<file path="config.mk">
export PLATFORM = sky130hd
export DESIGN_NAME = shift_unit_p
export DESIGN_NICKNAME = d
export VERILOG_FILES = /design/src/rtl/shift_unit_p.sv
export SDC_FILE = /design/constraint.sdc
export NUM_CORES = 1
export LEC_CHECK = 0
export CAP_MARGIN = 20
export CORE_AREA = 3 3 40 42
export DETAILED_ROUTE_END_ITERATION = 7
export DIE_AREA = 0 0 43 45
export GPL_TIMING_DRIVEN = 0
export PLACE_DENSITY = 0.73
export SLEW_MARGIN = 20
export SYNTH_ARGS = -nofsm -noshare
export SYNTH_HDL_FRONTEND = slang
export SYNTH_SLANG_ARGS = --single-unit
</file>
<file path="constraint.sdc">
create_clock -name clk -period 1.4 [get_ports clk]
set_input_delay 0.14 -clock clk [delete_from_list [all_inputs] [get_ports clk]]
set_output_delay 0.14 -clock clk [all_outputs]
set_load 0.03 [all_outputs]
</file>
<file path="src/rtl/shift_unit_p.sv">
// -----------------------------------------------------------------------------
// shift_unit_p
//
// Purpose
//   WIDTH-bit shift register. It can hold, shift left, shift right, rotate and
//   load in parallel. An internal counter tracks accepted shifts, and a
//   registered pulse on 'frame' marks each completed group of WIDTH shifts.
//
// Configuration
//   SHIFT_MATCH_EN  When defined, adds the PATTERN parameter, the 'match'
//                   output and an equality comparator on 'out'. When
//                   undefined, all of these are absent and the rest of the
//                   behaviour is identical.
//
// Parameters
//   WIDTH    register width in bits, 2..32 (default 4)
//   PATTERN  match value, WIDTH bits (default 4'b1011), SHIFT_MATCH_EN only
//
// Ports
//   clk    in   rising-edge clock
//   reset  in   asynchronous, active-low reset
//   en     in   operation enable; 0 holds all state
//   mode   in   [1:0] 00 hold, 01 shift left, 10 shift right, 11 load
//   rot    in   1 = rotate; the shifted-out bit is used as the fill bit
//   x      in   serial fill bit when rot = 0
//   din    in   [WIDTH-1:0] parallel load data
//   out    out  [WIDTH-1:0] register contents (registered)
//   so     out  bit most recently shifted out (registered)
//   frame  out  one-cycle pulse after every WIDTH-th shift (registered)
//   match  out  out == PATTERN, combinational (SHIFT_MATCH_EN only)
// -----------------------------------------------------------------------------
module shift_unit_p #(
    parameter int unsigned WIDTH = 4
`ifdef SHIFT_MATCH_EN
    ,
    parameter logic [WIDTH-1:0] PATTERN = WIDTH'(4'b1011)
`endif
) (
    input  logic             clk,
    input  logic             reset,
    input  logic             en,
    input  logic [1:0]       mode,
    input  logic             rot,
    input  logic             x,
    input  logic [WIDTH-1:0] din,
    output logic [WIDTH-1:0] out,
    output logic             so,
    output logic             frame
`ifdef SHIFT_MATCH_EN
    ,
    output logic             match
`endif
);

    // -------------------------------------------------------------------------
    // Local types and constants
    // -------------------------------------------------------------------------
    typedef enum logic [1:0] {
        OP_HOLD  = 2'b00,
        OP_SHL   = 2'b01,
        OP_SHR   = 2'b10,
        OP_LOAD  = 2'b11
    } op_e;

    // The counter only needs to reach WIDTH-1. For WIDTH=2 this is one bit.
    localparam int unsigned CNT_W = $clog2(WIDTH);
    localparam logic [CNT_W-1:0] CNT_LAST = CNT_W'(WIDTH - 1);

    // -------------------------------------------------------------------------
    // State
    // -------------------------------------------------------------------------
    logic [WIDTH-1:0] out_q,   out_d;
    logic             so_q,    so_d;
    logic             frame_q, frame_d;
    logic [CNT_W-1:0] cnt_q,   cnt_d;

    op_e              op;
    logic             shift_fire;   // a left or right shift is accepted this cycle
    logic             fill_left;    // bit entering at bit 0 on a left shift
    logic             fill_right;   // bit entering at the MSB on a right shift

    assign op = op_e'(mode);

    // When rotating, the fill bit is the bit leaving the other end. Otherwise
    // it is the serial input x.
    assign fill_left  = rot ? out_q[WIDTH-1] : x;
    assign fill_right = rot ? out_q[0]       : x;

    assign shift_fire = en && ((op == OP_SHL) || (op == OP_SHR));

    // -------------------------------------------------------------------------
    // Next-state logic
    // -------------------------------------------------------------------------
    // NOTE: every signal gets a default at the top of the block. Any path that
    // does not assign a signal then keeps that default, so no latch is
    // inferred.
    always_comb begin
        out_d   = out_q;
        so_d    = so_q;
        cnt_d   = cnt_q;
        frame_d = 1'b0;

        if (en) begin
            unique case (op)
                OP_HOLD: begin
                    // Keep every register; frame stays low.
                end
                OP_SHL: begin
                    out_d = {out_q[WIDTH-2:0], fill_left};
                    so_d  = out_q[WIDTH-1];
                end
                OP_SHR: begin
                    out_d = {fill_right, out_q[WIDTH-1:1]};
                    so_d  = out_q[0];
                end
                OP_LOAD: begin
                    // A load starts a new frame. so keeps its last shifted-out bit.
                    out_d = din;
                    cnt_d = '0;
                end
                default: begin
                end
            endcase
        end

        // The counter ignores direction, so switching left/right mid-frame
        // keeps the partial count. The wrap from WIDTH-1 raises frame for the
        // following cycle. The next shift counts from zero, so back-to-back
        // frames have no gap between them.
        if (shift_fire) begin
            if (cnt_q == CNT_LAST) begin
                cnt_d   = '0;
                frame_d = 1'b1;
            end else begin
                cnt_d = cnt_q + CNT_W'(1);
            end
        end
    end

    // -------------------------------------------------------------------------
    // State registers
    // -------------------------------------------------------------------------
    // NOTE: sequential state uses non-blocking assignments (<=). All registers
    // then update together from values sampled before the edge, which avoids
    // ordering races between always blocks.
    always_ff @(posedge clk or negedge reset) begin
        if (!reset) begin
            // NOTE: all of this state is control-visible, so every register is
            // cleared on reset. Reset works without a clock, so a partial
            // shift count is discarded at once.
            out_q   <= '0;
            so_q    <= 1'b0;
            frame_q <= 1'b0;
            cnt_q   <= '0;
        end else begin
            out_q   <= out_d;
            so_q    <= so_d;
            frame_q <= frame_d;
            cnt_q   <= cnt_d;
        end
    end

    // -------------------------------------------------------------------------
    // Outputs
    // -------------------------------------------------------------------------
    assign out   = out_q;
    assign so    = so_q;
    assign frame = frame_q;

`ifdef SHIFT_MATCH_EN
    // Decoded from the register output, so a load or a shift shows on match
    // in the same cycle it shows on out.
    assign match = (out_q == PATTERN);
`endif

endmodule

</file>
==> results by group, run 1 <==
Outcome
  – Outcome: completed

Logic synthesis
  – YS warnings: 0
  – Number of synthesized flops with an enable pin: 0
  – Post-Syn Area: 447 µm²
  – Seq cells post-synth: 8
  – Synth Flop Type: dfrtp_1
  – Syn nets: 60
  – Yosys top cell area share: between 40% and 50%
  – Ranking of synthesized cells by area: dfrtp_1, ha_1, o21ai_0, nand2_1, a221oi_2
  – Most frequent cells after synthesis: dfrtp_1, nand2_1, ha_1, nor2_1, o21ai_0
  – Most common cell in the synthesized netlist: dfrtp_1
  – Syn Inst Count: 45
  – Mean Syn Cell Area: ~9.9 µm²
  – Register area share after synthesis: 44.8%
  – Ys async rst share: between 90% and 100%
  – Unique masters post-synth: 20
  – Dominant cell type by area after synthesis: dfrtp_1

Power and ir drop
  – Leakage: between 0.3 and 0.4 nW
  – PwrDens: 1180 nW/µm²
  – Power, Total: 0.762 mW
  – Peak supply drop: 0.558 mV

Finish
  – Fillers: between 100 and 150
  – Syn-to-layout area delta: 44.3%
  – Sequential standard cell area: roughly 200 µm²
  – Final nets: 81
  – Final Non-Filler Cells: 79
  – Layout cells sized above 1: 9.38%
  – Post-route cell area: 644 µm²
  – Post-Route Utilization: 50.1%
  – ANT cells: 0
  – Multi-input logic area: around 240 µm²

Clock network
  – CTS tree: built
  – CTS sink cnt: 8
  – Clk_lat worst skew: 250 ps
  – Num CTS Buffers: 3
  – Worst-case clock buffer depth: 2
  – H-tree Lvls: 1
  – CTS root buffer: clkbuf_4
  – Setup Buffers After CTS: 0
  – Worst-path clk slew: 50 ps
  – Hold_buf cts: 0

Timing
  – Setup_tns: 0 ps
  – Rel. slew slack: 75.7%
  – Final setup fails: 0
  – Final Hold Vio Count: 0
  – Final Skew: 0.530 ps
  – Worst-margin pin slew: 363 ps
  – Fin. max-slew vios: 0
  – Post-layout minimum cycle time: 1280 ps
  – Final Cycle Share: between 90% and 100%
  – Peak Freq: about 0.78 GHz
  – Unrepaired setup endpoints after global routing: no

Drt
  – Drt pass-1 iters: 3
  – Antenna-violating nets left: 0
  – Number of DRC markers in iteration 0: 3
  – Vias: 383
  – Via density: 4.85
  – Post-detailed-route DRC marker count: 0
  – Per-cell routed wire length: 12.0 µm
  – WL final: 950 µm

Min path
  – Hold/Removal Path Class: input port to async pin

Global route
  – Vias in the first global route: 367
  – Initial antenna violation count: 0
  – First-pass GRT wire length: approximately 1600 µm
  – GR Util met2: 18.0%
  – GR Util met1: 14.1%
  – Largest net degree at the start of global routing: 9
  – GRT Util Overall: between 10% and 20%
  – GRT overflow: 0
  – Met3 Use GR: 7.97%
  – GR peak layer: met2

Placement
  – Post-DP Area: 626 µm²
  – Inst Count DP: 76
  – Port buffer count: 16
  – Dpl hpwl: approximately 780 µm
  – GPL Wtd Cong: 0.824

Floorplanning
  – Core Box Area: 1280 µm²
  – # IOs: 17
  – Die outline height: 45 µm
  – DIE AREA: 1940 µm²
  – Row cnt: 13
  – Starting Density: 34.8%
  – Die Wd: around 43 µm

Job
  – Max_cap viols: 0

Worst setup path
  – CP Launch Type: input port
  – CP Capture Type: register
  – WS Path Type: input port to register
  – CP required: 1560 ps
  – Worst Path Max Fanout: 6
  – Worst EP arrival: ~1400 ps
-- cell usage in the layout (no fill, tap or decap) --
master           netlist  final
clkdlybuf4s50_1        0     10
dfrtp_1                8      8
nand2_1                5      5
dlygate4sd2_1          0      5
nor2_1                 4      4
o21ai_0                4      4
ha_1                   4      4
clkbuf_4               0      3
inv_1                  2      2
a22oi_1                2      2
a31oi_1                2      2
and2_1                 2      2
a21oi_1                2      2
and3_1                 1      1
and2b_2                1      1
nor2_2                 1      1
nand2b_1               1      1
a221oi_2               1      1
nor2b_1                1      1
mux2i_1                1      1
a32o_1                 1      1
a221oi_1               1      1
o31ai_1                1      1
dlymetal6s2s_1         0      1
-- metal layers --
metal,vias to the layer above,routed length (µm)
met5,-,0
met4,0,0
met3,0,88
met2,12,448
met1,169,413
li1,202,-
-- power breakdown --
group / total (mW) / internal (mW) / leakage [nW] / switching [mW]
combinational: 0.259 / 0.116 / 0.197 / 0.143
clock: 0.173 / 0.0979 / 0.0138 / 0.0750
sequential: 0.330 / 0.285 / 0.0955 / 0.0450
-- critical path: stages --
cell and delay (ps):
clkdlybuf4s50_1 480, inv_1 60, ha_1 290, nor2_2 210
nand2_1 80, a31oi_1 190
-- area by class of cell --
cell class              instances  share of cell area [%]
clock buffers                   3                    3.50
multi-input cells              35                    37.1
well taps                      15                    2.91
repair buffers                 16                    24.3
inverters                       2                    1.17
flip-flops and latches          8                    31.1
-- per-stage QoR --
step	setup slack, ps	hold slack (ps)
global route	15.5	187
CTS	33.2	172
global placement	-126	444
floorplan	379	-156
finish	121	167
detailed placement	-152	445
-- cells by family (layout without fill, tap and decap cells) --
logic type | count (synthesis) | after routing | synth area share [%]
AOI/OAI and AO/OA | 14 | 14 | 22.1
adders and majority gates | 4 | 4 | 11.2
buffers and inverters | 2 | 21 | 1.68
DFF | 8 | 8 | 44.8
muxes | 1 | 1 | 2.24
and+or+nand+nor | 16 | 16 | 17.9
-- state kept, by name (all words and copies together) (netlist names) --
signal and count:
out 4, cnt_q 2, frame 1, so 1
-- worst paths after layout --
| path | to | slack [ps] | depth (start not counted) | from |
|---|---|---|---|---|
| max reg2reg | cnt_q[1]$_DFFE_PN0P_ | 360 | 2 | cnt_q[0]$_DFFE_PN0P_ |
| min in group clk | so$_DFFE_PN0P_ | 480 | 2 | so$_DFFE_PN0P_ |
| max | out[2]$_DFFE_PN0P_ | 120 | 6 | mode[0] |
| min reg2reg | so$_DFFE_PN0P_ | 480 | 2 | so$_DFFE_PN0P_ |
| max in group asynchronous | out[3]$_DFFE_PN0P_ | 970 | 1 | reset |
| min | out[1]$_DFFE_PN0P_ | 170 | 1 | reset |
-- timing repair --
item,CTS,global route
endpoints found under the setup margin,5,1
gates cloned,0,0
resized for setup,5,1
hold endpoints to repair,0,0
No activity file was read; power rests on OpenSTA's default activity.
==> inputs of run 2 (changes only) <==
--- a/config.mk
+++ b/config.mk
@@ -6,11 +6,12 @@
 export NUM_CORES = 1
 export LEC_CHECK = 0
 export CAP_MARGIN = 20
-export CORE_AREA = 3 3 40 42
+export CORE_AREA = 2 2 39 41
 export DETAILED_ROUTE_END_ITERATION = 7
-export DIE_AREA = 0 0 43 45
+export DIE_AREA = 0 0 41 43
 export GPL_TIMING_DRIVEN = 0
 export PLACE_DENSITY = 0.73
+export SETUP_SLACK_MARGIN = 0.02
 export SLEW_MARGIN = 20
 export SYNTH_ARGS = -nofsm -noshare
 export SYNTH_HDL_FRONTEND = slang
==> run 2 against run 1 <==
Flip-flop and latch count is the same; routed wire length shrank 2.2%; via count grew 7.3%; first-iteration DRC count grew to 5.7 times the previous value; combinational power is essentially flat; power grew 0.87%; critical path depth is the same; utilization shrank 3.3 points; hold slack lost 5.5 ps.
==> results by group, run 2 (same netlist as run 1, synthesis figures left out) <==
Global route
  – Vias in the first global route: 388
  – Initial antenna violation count: 0
  – First-pass GRT wire length: about 1600 µm
  – GRT Util Overall: between 10% and 20%
  – Largest net degree at the start of global routing: 9
  – GRT overflow: 0

Floorplanning
  – # IOs: 17
  – Die Wd: 41 µm
  – Starting Density: 32.3%
  – Core Box Area: 1380 µm²
  – Row cnt: 14
  – DIE AREA: 1760 µm²
  – Die outline height: 43 µm

Timing
  – Final Cycle Share: 91.2%
  – Unrepaired setup endpoints after global routing: no
  – Worst Hold Margin: 162 ps
  – Worst-margin pin slew: 369 ps
  – Final Hold Vio Count: 0
  – Rel. slew slack: between 70 and 80%
  – Final Skew: 5.19 ps
  – Final setup fails: 0
  – Post-layout minimum cycle time: 1280 ps
  – Fin. max-slew vios: 0
  – Peak Freq: between 0.7 and 0.8 GHz
  – Final worst slack: roughly 120 ps

Finish
  – Commonest non-fill, non-tap cell in the layout: clkdlybuf4s50_1
  – Commonest cells after routing, fill and taps aside: clkdlybuf4s50_1, dfrtp_1, nand2_1, dlygate4sd2_1
  – Fillers: 133
  – Layout cells sized above 1: 10.9%
  – Final Non-Filler Cells: 80
  – Final nets: a little over 80
  – Max reg flops: 4
  – ANT cells: 0
  – Syn-to-layout area delta: 45.1%
  – Post-Route Utilization: 46.8%

Drt
  – Drt pass-1 iters: 4
  – Vias: roughly 410
  – Number of DRC markers in iteration 0: 17
  – WL final: 929 µm
  – Via density: between 5 and 6
  – Per-cell routed wire length: approximately 12 µm
  – Antenna-violating nets left: 0
  – Post-detailed-route DRC marker count: 0

Worst setup path
  – Worst EP arrival: 1410 ps
  – Worst reg-to-reg setup slack: 350 ps
  – WS Path Type: input port to register
  – CP required: 1540 ps
  – CP Launch Type: input port
  – Worst Path Max Fanout: 6
  – CP Capture Type: register

Placement
  – Dpl ws: -128 ps
  – Inst Count DP: 77
  – GPL Wtd Cong: ~0.83
  – Dpl hpwl: 722 µm
  – Port buffer count: 16

Clock network
  – CTS root buffer: clkbuf_4
  – Worst-case clock buffer depth: 2
  – Setup Buffers After CTS: 0
  – H-tree Lvls: 1
  – Num CTS Buffers: 3
  – CTS sink cnt: 8
  – Worst-path clk slew: 60 ps
  – Clk_lat worst skew: roughly 260 ps
  – CTS tree: built

Power and ir drop
  – Peak supply drop: between 0.4 and 0.5 mV
  – Power, Total: 0.768 mW
  – PwrDens: 1190 nW/µm²
  – Leakage: 0.305 nW

Job
  – Max_cap viols: 0

Min path
  – Hold/Removal Path Class: input port to async pin

Outcome
  – Outcome: completed
[run 2: worst paths after layout]
kind                                      startpoint  cells after the start                    to
worst max-delay path                         mode[0]                      6    out[3]$_DFFE_PN0P_
worst min-delay path                           reset                      1    out[1]$_DFFE_PN0P_
worst max register to register  cnt_q[0]$_DFFE_PN0P_                      2  cnt_q[1]$_DFFE_PN0P_
worst min register to register        so$_DFFE_PN0P_                      2        so$_DFFE_PN0P_
max in group asynchronous                      reset                      1        so$_DFFE_PN0P_
min in group clk                      so$_DFFE_PN0P_                      2        so$_DFFE_PN0P_
[run 2: through the flow]
stage | setup TNS (ps) | area, µm²
6_report | 0 | 648
5_1_grt | 0 | 648
4_1_cts | 0 | 643
3_5_place_dp | -675 | 627
3_3_place_gp | -520 | 627
2_1_floorplan | 0 | 447
[run 2: routing by layer]
metal	global-route usage, %	share of wire [%]	up-vias
li1	-	-	203
met1	18.6	44	192
met2	19.1	52	14
met3	3.14	3.4	2
met4	8.00	1.1	0
met5	0	0	-
[run 2: power by group]
part           total, mW  switching [mW]  internal (mW)
clock              0.180          0.0817         0.0983
combinational      0.259           0.143          0.116
sequential         0.329          0.0446          0.285
total              0.768           0.269          0.499
[run 2: timing repair]
action,4_1_cts,5_1_grt
hold buffers,0,0
resized for setup,5,2
endpoints found under the setup margin,5,2
[run 2: layout make-up]
class	instances	area (µm²)	share of cell area, %
flip-flops and latches	8	200	30.9
multi-input cells	35	241	37.3
inverters	2	7.51	1.16
well taps	16	20.0	3.09
clock buffers	3	22.5	3.47
repair buffers	16	156	24.1
[run 2: worst max-delay path: stages]
cell and delay [ps]:
clkdlybuf4s50_1 430, inv_1 90, ha_1 300, nor2_2 110, a221oi_2 250, a21oi_1 90
